===== src/rtl/mips_pipe_pkg.sv =====
// Shared definitions for the MIPS pipeline registers: control bundle field map,
// ID/EX hazard FSM states and the hardwired-zero register address.
package mips_pipe_pkg;

    localparam int CTRL_W = 16;

    // Bit positions inside the packed control bundle; multi-bit fields give their LSB
    localparam int CTRL_REGWRITE   = 0;
    localparam int CTRL_MEMREAD    = 1;
    localparam int CTRL_MEMWRITE   = 2;
    localparam int CTRL_MEMTOREG   = 3;
    localparam int CTRL_MEMTOREG_W = 2;
    localparam int CTRL_ALUSRCA    = 5;
    localparam int CTRL_ALUSRCB    = 6;
    localparam int CTRL_ALUOP      = 7;
    localparam int CTRL_ALUOP_W    = 4;
    localparam int CTRL_REGDST     = 11;
    localparam int CTRL_REGDST_W   = 2;
    localparam int CTRL_BRANCH     = 13;
    localparam int CTRL_SPARE      = 14;
    localparam int CTRL_SPARE_W    = 2;

    localparam logic [4:0] REG_ZERO = 5'd0;

    typedef enum logic {
        RUN   = 1'b0,
        STALL = 1'b1
    } idex_state_t;

endpackage


===== src/rtl/load_use_detect.sv =====
// Combinational load-use hazard check between the load sitting in EX and the
// instruction being decoded in ID.
module load_use_detect
    import mips_pipe_pkg::*;
(
    input  logic       exValid,
    input  logic       exMemRead,
    input  logic [4:0] exRtAddr,
    input  logic       idValid,
    input  logic [4:0] idRsAddr,
    input  logic [4:0] idRtAddr,
    input  logic       idUsesRs,
    input  logic       idUsesRt,
    output logic       hazard
);

    logic rsMatch;
    logic rtMatch;

    assign rsMatch = idUsesRs && (exRtAddr == idRsAddr);
    assign rtMatch = idUsesRt && (exRtAddr == idRtAddr);

    // A load into $0 never produces a value worth waiting for
    assign hazard = idValid && exValid && exMemRead && (exRtAddr != REG_ZERO)
                    && (rsMatch || rtMatch);

endmodule


===== src/rtl/id_ex_stage.sv =====
// ID/EX pipeline register with load-use stall FSM: holds PC and IF/ID while
// injecting bubbles into EX, and squashes ID when EX redirects the fetch.
module id_ex_stage
    import mips_pipe_pkg::*;
#(
    parameter int LOAD_USE_BUBBLES = 1,
    parameter int CTRL_W           = mips_pipe_pkg::CTRL_W
) (
    input  logic              clk,
    input  logic              rst_n,
    input  logic              id_valid,
    input  logic [31:0]       id_pc_plus4,
    input  logic [31:0]       id_rs_data,
    input  logic [31:0]       id_rt_data,
    input  logic [31:0]       id_imm_ext,
    input  logic [4:0]        id_rs_addr,
    input  logic [4:0]        id_rt_addr,
    input  logic [4:0]        id_rd_addr,
    input  logic [4:0]        id_shamt,
    input  logic              id_uses_rs,
    input  logic              id_uses_rt,
    input  logic [CTRL_W-1:0] id_ctrl,
    input  logic              ex_flush,
    output logic              ex_valid,
    output logic [31:0]       ex_pc_plus4,
    output logic [31:0]       ex_rs_data,
    output logic [31:0]       ex_rt_data,
    output logic [31:0]       ex_imm_ext,
    output logic [4:0]        ex_rs_addr,
    output logic [4:0]        ex_rt_addr,
    output logic [4:0]        ex_rd_addr,
    output logic [4:0]        ex_shamt,
    output logic [CTRL_W-1:0] ex_ctrl,
    output logic              stall,
    output logic [15:0]       bubble_count
);

    idex_state_t state;
    idex_state_t nextState;
    logic [1:0]  cnt;
    logic [1:0]  nextCnt;
    logic        hazard;
    logic        loadBubble;
    logic        countBubble;
    logic        stallRaw;

    load_use_detect u_detect (
        .exValid   (ex_valid),
        .exMemRead (ex_ctrl[CTRL_MEMREAD]),
        .exRtAddr  (ex_rt_addr),
        .idValid   (id_valid),
        .idRsAddr  (id_rs_addr),
        .idRtAddr  (id_rt_addr),
        .idUsesRs  (id_uses_rs),
        .idUsesRt  (id_uses_rt),
        .hazard    (hazard)
    );

    // Flush wins over everything: the squashed slot becomes a bubble but is
    // not counted, and any pending stall window is abandoned.
    always_comb begin
        nextState   = state;
        nextCnt     = cnt;
        stallRaw    = 1'b0;
        loadBubble  = 1'b0;
        countBubble = 1'b0;
        if (ex_flush) begin
            loadBubble = 1'b1;
            nextState  = RUN;
            nextCnt    = 2'd0;
        end else begin
            case (state)
                RUN: begin
                    if (hazard) begin
                        stallRaw    = 1'b1;
                        loadBubble  = 1'b1;
                        countBubble = 1'b1;
                        if (LOAD_USE_BUBBLES > 1) begin
                            nextState = STALL;
                            nextCnt   = 2'(LOAD_USE_BUBBLES - 1);
                        end
                    end
                end
                STALL: begin
                    stallRaw    = 1'b1;
                    loadBubble  = 1'b1;
                    countBubble = 1'b1;
                    nextCnt     = cnt - 2'd1;
                    if (cnt == 2'd1) begin
                        nextState = RUN;
                    end
                end
                default: begin
                    nextState = RUN;
                    nextCnt   = 2'd0;
                end
            endcase
        end
    end

    // Reset may land mid-stall, so stall is masked while rst_n is low
    assign stall = rst_n && stallRaw;

    always_ff @(posedge clk) begin
        if (!rst_n) begin
            state        <= RUN;
            cnt          <= 2'd0;
            bubble_count <= 16'd0;
            ex_valid     <= 1'b0;
            ex_pc_plus4  <= 32'd0;
            ex_rs_data   <= 32'd0;
            ex_rt_data   <= 32'd0;
            ex_imm_ext   <= 32'd0;
            ex_rs_addr   <= 5'd0;
            ex_rt_addr   <= 5'd0;
            ex_rd_addr   <= 5'd0;
            ex_shamt     <= 5'd0;
            ex_ctrl      <= '0;
        end else begin
            state <= nextState;
            cnt   <= nextCnt;
            if (countBubble && (bubble_count != 16'hFFFF)) begin
                bubble_count <= bubble_count + 16'd1;
            end
            if (loadBubble) begin
                ex_valid    <= 1'b0;
                ex_pc_plus4 <= 32'd0;
                ex_rs_data  <= 32'd0;
                ex_rt_data  <= 32'd0;
                ex_imm_ext  <= 32'd0;
                ex_rs_addr  <= 5'd0;
                ex_rt_addr  <= 5'd0;
                ex_rd_addr  <= 5'd0;
                ex_shamt    <= 5'd0;
                ex_ctrl     <= '0;
            end else begin
                ex_valid    <= id_valid;
                ex_pc_plus4 <= id_pc_plus4;
                ex_rs_data  <= id_rs_data;
                ex_rt_data  <= id_rt_data;
                ex_imm_ext  <= id_imm_ext;
                ex_rs_addr  <= id_rs_addr;
                ex_rt_addr  <= id_rt_addr;
                ex_rd_addr  <= id_rd_addr;
                ex_shamt    <= id_shamt;
                ex_ctrl     <= id_valid ? id_ctrl : '0;
            end
        end
    end

endmodule


===== config.mk =====
export PLATFORM = sky130hd
export DESIGN_NAME = id_ex_stage
export DESIGN_NICKNAME = d
export VERILOG_FILES = /design/src/rtl/mips_pipe_pkg.sv /design/src/rtl/load_use_detect.sv /design/src/rtl/id_ex_stage.sv
export SDC_FILE = /design/constraint.sdc
export NUM_CORES = 1
export LEC_CHECK = 0
export ABC_AREA = 0
export CORE_AREA = 4 4 134 136
export DETAILED_ROUTE_END_ITERATION = 7
export DIE_AREA = 0 0 138 140
export PLACE_DENSITY = 0.83
export SYNTH_ARGS = -nofsm -noshare
export SYNTH_HDL_FRONTEND = slang
export SYNTH_HIERARCHICAL = 1
export SYNTH_SLANG_ARGS = --single-unit

===== constraint.sdc =====
create_clock -name clk -period 2.9 [get_ports clk]
set_clock_uncertainty 0.2 [all_clocks]
set_input_delay 0.435 -clock clk [delete_from_list [all_inputs] [get_ports clk]]
set_output_delay 0.435 -clock clk [all_outputs]
set_load 0.01 [all_outputs]

# After elaboration in Yosys (flattened, before gate mapping)
# Cells that the tools add are included.
dict set report word_totals {
  regBits 184
  in_bits 170
  out_inout_bits 182
}
dict set report classes {
  n_reduce_logical 14
  mux 5
  eq_ne 4
  n_bitwise 3
  n_addsub 2
}
# op count
set ops {}
lappend ops {{$add 16x1->16 const B} 1}
lappend ops {{$ne 16x16->1 const B} 1}
lappend ops {{$eq 5x5->1} 2}
lappend ops {{$logic_and 1x1->1} 8}
lappend ops {{$reduce_or 3->1} 2}
lappend ops {{$reduce_bool 5->1} 1}
lappend ops {{$mux 1} 4}
lappend ops {{$reduce_or 2->1} 2}
lappend ops {{$not 1->1} 3}
lappend ops {{$eq 2x1->1 const B} 1}
lappend ops {{$pmux 1 s2} 1}
lappend ops {{$sub 2x1->2 const B} 1}
lappend ops {{$logic_or 1x1->1} 1}

# Depth between registers and ports, before layout
# Gate-level depths: netlist (run 1).
dict set report logic_depth {
  word_depth 8
  depth_mapped 8
  ltp_nobuf 8
}

# By module
# The synthesis (run 1) kept the hierarchy.
# mod seq_area_each_um2 area_per_inst_um2 cells_each instances
set modules_own_cells {}
lappend modules_own_cells {id_ex_stage 3683.5 5442.7 459 1}
lappend modules_own_cells {load_use_detect 0.0 131.4 17 1}

# Least setup slack after synthesis (run 1)
# Ideal clock, no wire load.
dict set report synth_path {
  path_kind {input to register}
  from {in id_rs_addr[0]}
  to {reg bubble_count[6]}
  t_arrival_ps 2185
  path_buffers 0
  path_stages 8
  slack_ps 444
  path_cell_list {xor2_1 -> nor4_1 -> nand3_1 -> a21oi_1 -> o21ba_4 -> nand4_1 -> or4_1 -> a21oi_1}
}
dict set report synth_between {
  elab_chain_cells 8
}
# element line
set synth_lines {}
lappend synth_lines {{from (decl)} id_ex_stage.sv:16} ;# input logic [4:0] id_rs_addr,
lappend synth_lines {{$eq 5x5->1} load_use_detect.sv:20} ;# assign rsMatch = idUsesRs && (exRtAddr == idRsAddr);
lappend synth_lines {{$logic_and 1x1->1} load_use_detect.sv:20}
lappend synth_lines {{$logic_or 1x1->1} load_use_detect.sv:25} ;# && (rsMatch || rtMatch);
lappend synth_lines {{$logic_and 1x1->1} load_use_detect.sv:25}
lappend synth_lines {{via hazard} id_ex_stage.sv:42} ;# logic hazard;
lappend synth_lines {{$mux 1} id_ex_stage.sv:74} ;# if (hazard) begin
lappend synth_lines {{$pmux 1 s2} id_ex_stage.sv:72} ;# case (state)
lappend synth_lines {{$mux 1} id_ex_stage.sv:67} ;# if (ex_flush) begin
lappend synth_lines {{$logic_and 1x1->1} id_ex_stage.sv:122} ;# if (countBubble && (bubble_count != 16'hFFFF)) begin
lappend synth_lines {{to (signal assigned)} id_ex_stage.sv:123} ;# bubble_count <= bubble_count + 16'd1;
lappend synth_lines {{to (decl)} id_ex_stage.sv:35} ;# output logic [15:0] bubble_count
# The timed path passes the listed nets, and every way through them passes these cells.
# A chain may end at the register's enable or synchronous reset.

# Final worst setup path (run 1)
dict set report layout_path {
  from {in id_rs_addr[0]}
  to {out stall}
}
dict set report layout_between {
  elab_chain_cells 8
}
# element line
set layout_lines {}
lappend layout_lines {{$eq 5x5->1} load_use_detect.sv:20}
lappend layout_lines {{$logic_and 1x1->1} load_use_detect.sv:20}
lappend layout_lines {{$logic_or 1x1->1} load_use_detect.sv:25}
lappend layout_lines {{$logic_and 1x1->1} load_use_detect.sv:25}
lappend layout_lines {{via hazard} id_ex_stage.sv:42}
lappend layout_lines {{$mux 1} id_ex_stage.sv:74}
lappend layout_lines {{$pmux 1 s2} id_ex_stage.sv:72}
lappend layout_lines {{$mux 1} id_ex_stage.sv:67}
lappend layout_lines {{$logic_and 1x1->1} id_ex_stage.sv:102} ;# assign stall = rst_n && stallRaw;
lappend layout_lines {{to (decl)} id_ex_stage.sv:34} ;# output logic stall,
# The timed path passes the listed nets, and every way through them passes these cells.

==> flow_summary.toml, run 1 <==
[run_status]
outcome = "finished, final reports clean"

[cells_and_area]
final_nets = 1010
mostFrequentLayoutCells = "350 x clkdlybuf4s50_1, 184 x dfxtp_1, 149 x and2_1"
num_antenna_cells = 0
final_common_cell = "clkdlybuf4s50_1"
final_area_um2 = 10000
fillers = 1391
layout-drive-gt1-share_pct = 7.29
final_util_pct = 59.2
syn2layout_area_growth_pct = 79.8

[floorplanning]
die-width_um = 138
die_area_um2 = 19300
fp-row-count = 48
ios = 352
initial_utilization_pct = 32.9
core-area_um2 = 16900
die_h_um = 140

[setup_path]
reg2reg_depth = 8
cp-end-kind = "output port"
rrSetupSlack_ps = 210
r2r_start = "ex_rt_addr[0]$_SDFF_PP0_"
path_max_fanout = 2
r2r_end = "ex_ctrl[14]$_SDFF_PP0_"
required_ps = 2270
startpoint_type = "primary input"
critPathKind = "primary input to output port"
crit_end = "stall"
arrival_ps = 2110
cp-startpoint = "id_rs_addr[0]"

[place]
gp_congestion = 0.846
dp_hpwl_mm = 13.5
pre_cts_slack_ps = -318
portBuffers = 351
placed_area_um2 = 9420

[logic_synthesis]
avgSynthCellArea_um2 = 11.7
synth_top_family_by_area = "simple AND/OR/NAND/NOR gates"
synth_compound_gate_area_share_pct = 3.46
synth_async_sr_flop_share_pct = 0
syn-instance-count = 476
synth_seq_cells = 184
synth-main-ff-cell = "dfxtp_1"
syn-cell-area_um2 = 5570
yosys.area_share.simple_pct = 25.5
ys_types = 42
synth_fa_ha_area_share_pct = 0.449
synth_warnings = 6
synth-seq-area-share_pct = 66.1
syn_nets = 648
synthXorXnorAreaFrac_pct = 1.89
synthMuxAreaShare_pct = 0.539
synth_edf_count = 0

[routing]
totalWireLength_mm = 17.0
vias = 4636
drt_iter0_markers = 161
viasPerCell = 4.31
wl_per_cell_um = 15.8
drt-pass1-iter-count = 4
ant_nets = 0
drc = 0

[global_route]
grt_pass1_wl_mm = 26.2
grt_util_all_layers_pct = 17.2
antenna_found_initial = 0
grt-ovfl-total = 0
grt_start_max_net_pins = 55
grt_pass1_vias = 4863

[power_and_ir_drop]
powerDensity_nw_per_um2 = 555
peakVddDrop_v = 0.000365
p_leak_nw = 3.91

[sta]
post-route-min-period_ps = 2740
fin_ws_ps = 158
layout_worst_path_cycle_share_pct = 94.6
max_freq_ghz = 0.365
worst_pin_slew_ps = 705
slew_headroom_pct = 52.7
holdWs_ps = 303
timing.final.max_slew_violations = 0
finalSetupViolCount = 0
fin_tns_setup_ps = 0
rsz0062_at_grt = "no"
finalHoldViolations = 0

[cts]
cts_num_sinks = 184
cts_made_buffers = 17
clkTransAtPathRegs_ps = 70
cts_hold_buf = 0
cts_setup_buffers = 0
cts_tree = "built"
cts_max_level = 4
cts_root_buffer = "clkbuf_16"
cts_buffer_depth = 2
clk_latency_ps = 410

[job]
maxCapViolations = 0

[worst_hold_path]
hold_path.class = "flip-flop to flip-flop"
-- logic make-up after synthesis --
logic type	after synthesis
simple gates	220
flops	184
compound gates	29
buf+inv	26
xor+xnor	12
mux	3
fa+ha+maj	2
-- where the power goes --
group          total (mW)  switching, mW  leakage, nW  internal [mW]
Combinational       0.576          0.176         2.11          0.400
Sequential           2.64         0.0262         1.51           2.61
Clock                2.34           1.04        0.295           1.31
Total                5.56           1.24         3.91           4.32
-- state kept, by name (all words and copies together) (netlist names), 5 cells and up --
signal,cells
ex_imm_ext,32
ex_pc_plus4,32
ex_rs_data,32
ex_rt_data,32
bubble_count,16
ex_ctrl,16
ex_rd_addr,5
ex_rs_addr,5
ex_rt_addr,5
ex_shamt,5
-- critical path, cell delays in order --
cell,delay [ps]
clkdlybuf4s50_1,430
xor2_1,160
nor4_2,320
nand3_1,120
a21oi_1,170
buf_4,150
nor2_1,40
nor2_1,130
clkbuf_2,160
-- synth_stat cells (2+ instances only) --
cell type / count / share of area [%]
xnor2_1: 3 / 0.47
or4_1: 8 / 1.1
nor4_1: 3 / 0.34
buf_2: 2 / 0.18
xor2_1: 9 / 1.4
o2111ai_1: 2 / 0.31
nand4_2: 2 / 0.45
and2_1: 149 / 17
buf_6: 2 / 0.40
nand2b_1: 4 / 0.45
nand2_1: 6 / 0.40
inv_1: 3 / 0.20
nor2_1: 6 / 0.40
mux2i_1: 3 / 0.54
and3_1: 18 / 2.0
nor3_2: 2 / 0.36
dfxtp_1: 184 / 66
nand4_1: 4 / 0.45
clkbuf_1: 18 / 1.2
o21ai_1: 3 / 0.27
ha_1: 2 / 0.45
nand3_1: 5 / 0.45
a21oi_1: 12 / 1.1
o31ai_1: 8 / 1.1
-- metal layers --
metal  part of all wire [%]  vias to the layer above  routed length (um)  track usage, %
li1                       -                     2281                   -               -
met4                    2.8                        0                 467            6.60
met5                      0                        -                   0               0
met3                    9.9                       30                1680            7.48
met1                     36                     2096                6160            17.9
met2                     51                      229                8650            30.7
-- how the worst min path moves through the flow --
stage                                  startpoint                            end  slack, ps  cells after the start
finish              bubble_count[15]$_SDFFE_PN0P_  bubble_count[15]$_SDFFE_PN0P_        300                      2
global route        bubble_count[15]$_SDFFE_PN0P_  bubble_count[15]$_SDFFE_PN0P_        330                      2
CTS                 bubble_count[15]$_SDFFE_PN0P_  bubble_count[15]$_SDFFE_PN0P_        310                      2
detailed placement            cnt[1]$_SDFFE_PP0P_            cnt[1]$_SDFFE_PP0P_        290                      2
global placement              cnt[1]$_SDFFE_PP0P_            cnt[1]$_SDFFE_PP0P_        280                      2
floorplan                     cnt[1]$_SDFFE_PP0P_            cnt[1]$_SDFFE_PP0P_        260                      2
-- cell type report --
class | instances | area (um2) | share of cell area, %
multi-input cells | 266 | 1780 | 17.8
clock buffers | 17 | 425 | 4.24
clock inverters | 15 | 180 | 1.80
inverters | 3 | 11.3 | 0.112
flip-flops and latches | 184 | 3680 | 36.7
repair buffers | 366 | 3660 | 36.5
well taps | 225 | 282 | 2.81
-- through the flow --
stage / total power [mW] / instances
2_1_floorplan: 2.84 / 476
3_3_place_gp: 3.27 / 1044
3_5_place_dp: 3.28 / 1044
4_1_cts: 5.63 / 1076
5_1_grt: 5.79 / 1076
6_report: 5.56 / 1076
-- timing repair --
item / CTS / global route
pin swaps: 0 / 0
gates resized for setup: 3 / 1
endpoints found under the setup margin: 1 / 1
No activity file was read; power rests on OpenSTA's default activity.
==> run 2, diff against run 1 <==
Settings changed: PLACE_DENSITY 0.83 to 0.74.
==> run 2 against run 1 <==
Compared with the run above: cell count barely moved; global-route usage fell by 0.16 points; register-to-register slack improved by 90 ps; via count fell by 1.9%; setup slack improved by 43 ps; worst hold slack improved by 9.7 ps; largest power group unchanged.
==> flow_summary.toml, run 2 (synthesis results as in run 1) <==
[run_status]
outcome = "finished, final reports clean"

[setup_path]
r2r_start = "ex_rt_addr[4]$_SDFF_PP0_"
cp-end-kind = "output port"
critical_path_buf_inv_count = 2
slowest_stage = "clkdlybuf4s50_1"
startpoint_type = "primary input"
r2r_end = "bubble_count[6]$_SDFFE_PN0P_"
required_ps = 2270
path_max_fanout = 2
crit_path_frequent_cell = "nor2_1"
reg2reg_depth = 9
rrSetupSlack_ps = 300
arrival_ps = 2060
cpPeakStageDelay_ps = 430
cp_cell_sequence = "clkdlybuf4s50_1 -> xor2_1 -> nor4_2 -> nand3_1 -> a21oi_4 -> nor2_1 -> nor2_1 -> clkbuf_2"
cp_top_family = "simple AND/OR/NAND/NOR gates"
critPathKind = "primary input to output port"

[sta]
layout_worst_path_cycle_share_pct = 93.1
post-route-min-period_ps = 2700
worst_pin_slew_ps = 680
timing.final.max_slew_violations = 0
rsz0062_at_grt = "no"
slew_headroom_pct = 54.3
fin_tns_setup_ps = 0
finalSetupViolCount = 0
max_freq_ghz = 0.370
holdWs_ps = 313
finalHoldViolations = 0

[global_route]
antenna_found_initial = 0
grt_pass1_vias = 4582
grt_pass1_wl_mm = 25.5
grt-ovfl-total = 0
grt_start_max_net_pins = 55
grt_util_all_layers_pct = 17.0

[routing]
viasPerCell = 4.23
drt-pass1-iter-count = 4
drc = 0
vias = 4547
ant_nets = 0
drt_iter0_markers = 149
totalWireLength_mm = 16.8
wl_per_cell_um = 15.6

[cells_and_area]
final_area_um2 = 10000
syn2layout_area_growth_pct = 79.7
finalNonFillerCells = 1075
layout-drive-gt1-share_pct = 7.06
final_nets = 1009
fillers = 1450
mostFrequentLayoutCells = "350 x clkdlybuf4s50_1, 184 x dfxtp_1, 149 x and2_1"
num_antenna_cells = 0
final_common_cell = "clkdlybuf4s50_1"

[floorplanning]
die_area_um2 = 19300
die-width_um = 138
core-area_um2 = 16900
die_h_um = 140
fp-row-count = 48
initial_utilization_pct = 32.9
ios = 352

[cts]
cts_made_buffers = 17
cts_root_buffer = "clkbuf_16"
cts_max_level = 4
cts_buffer_depth = 2
cts_num_sinks = 184
clk_latency_ps = 420
cts_tree = "built"
cts_hold_buf = 0
clkTransAtPathRegs_ps = 70

[place]
dp_hpwl_mm = 13.4
portBuffers = 351
placed_area_um2 = 9410
dp.cells = 1041
gp_congestion = 0.834

[power_and_ir_drop]
power_frac_comb_pct = 10.6
power.share.clock_pct = 41.4
seqPwrFrac_pct = 48.0
peakVddDrop_v = 0.000383
sw_frac_of_total_pct = 21.3
p_sw_mw = 1.17
powerDensity_nw_per_um2 = 549
p_int_mw = 4.32
p_leak_nw = 3.90

[worst_hold_path]
hold_path_depth = 2
whs_endpoint = "bubble_count[15]$_SDFFE_PN0P_"
min_from = "bubble_count[15]$_SDFFE_PN0P_"
hold_path.class = "flip-flop to flip-flop"

[job]
maxCapViolations = 0
==> run 2: changes by cell type in the layout (fill, tap and decap cells not counted), sizes merged <==
cell / delta
clkinvlp: +1
clkinv: -1
clkbuf: +3
inv: -3
buf: -1
==> run 2: how the worst max path moves through the flow <==
stage | cells after the start | endpoint | from | slack [ps]
3_5_place_dp | 10 | bubble_count[6]$_SDFFE_PN0P_ | id_rs_addr[0] | -400
5_1_grt | 10 | bubble_count[6]$_SDFFE_PN0P_ | id_rt_addr[3] | 30
3_3_place_gp | 10 | bubble_count[6]$_SDFFE_PN0P_ | id_rs_addr[0] | -400
6_report | 8 | stall | id_rs_addr[0] | 200
4_1_cts | 8 | stall | id_rt_addr[0] | 50
2_1_floorplan | 8 | bubble_count[6]$_SDFFE_PN0P_ | id_rs_addr[0] | 440
==> run 2: power groups by stage <==
| stage | clock [mW] | combinational (mW) | sequential, mW |
|---|---|---|---|
| after global placement | 0 | 0.577 | 2.70 |
| after detailed placement | 0 | 0.582 | 2.70 |
| after global routing | 2.45 | 0.620 | 2.65 |
| after CTS | 2.34 | 0.587 | 2.64 |
| after floorplan | 0 | 0.0917 | 2.74 |
| final | 2.28 | 0.580 | 2.64 |
==> run 2: metal layers <==
metal | GRT usage [%] | vias up | share of wire, %
li1 | - | 2267 | -
met1 | 17.7 | 2014 | 38
met2 | 29.9 | 237 | 50
met3 | 8.02 | 29 | 9.8
met4 | 6.60 | 0 | 2.5
met5 | 0 | - | 0
==> run 2: layout make-up <==
class,instances,area [um2],share of cell area [%]
clock inverters,12,136,1.36
multi-input cells,266,1800,17.9
inverters,3,11.3,0.112
repair buffers,365,3660,36.6
clock buffers,20,447,4.46
flip-flops and latches,184,3680,36.8
well taps,225,282,2.81
==> run 2: worst register-to-register path, cell delays in order (launching register included) <==
cell and delay, ps:
dfxtp_1 370, xor2_1 190, nor4_2 290, nand3_1 170, a21oi_4 190, buf_4 150
o21ba_4 160, nand4_1 220, or4_1 450, a21oi_1 150
==> run 2: per-stage QoR <==
step	total power, mW	setup WS (ps)	util, %
final	5.50	201	59.2
after global routing	5.72	34.9	59.2
after CTS	5.57	45.2	59.1
after detailed placement	3.28	-399	55.5
after global placement	3.27	-398	55.5
after floorplan	2.84	444	-
==> run 2: repair_timing <==
action | in CTS | in global routing
buffers inserted | 0 | 2
endpoints found under the setup margin | 1 | 82
gates resized for setup | 4 | 2
gates cloned | 0 | 0
pin swaps | 1 | 3
==> run 3, diff against run 2 <==
Settings changed: SLEW_MARGIN from default to 20.
==> results of run 3 <==
Same layout as run 2: the final DEF is identical, and so are final timing and power.
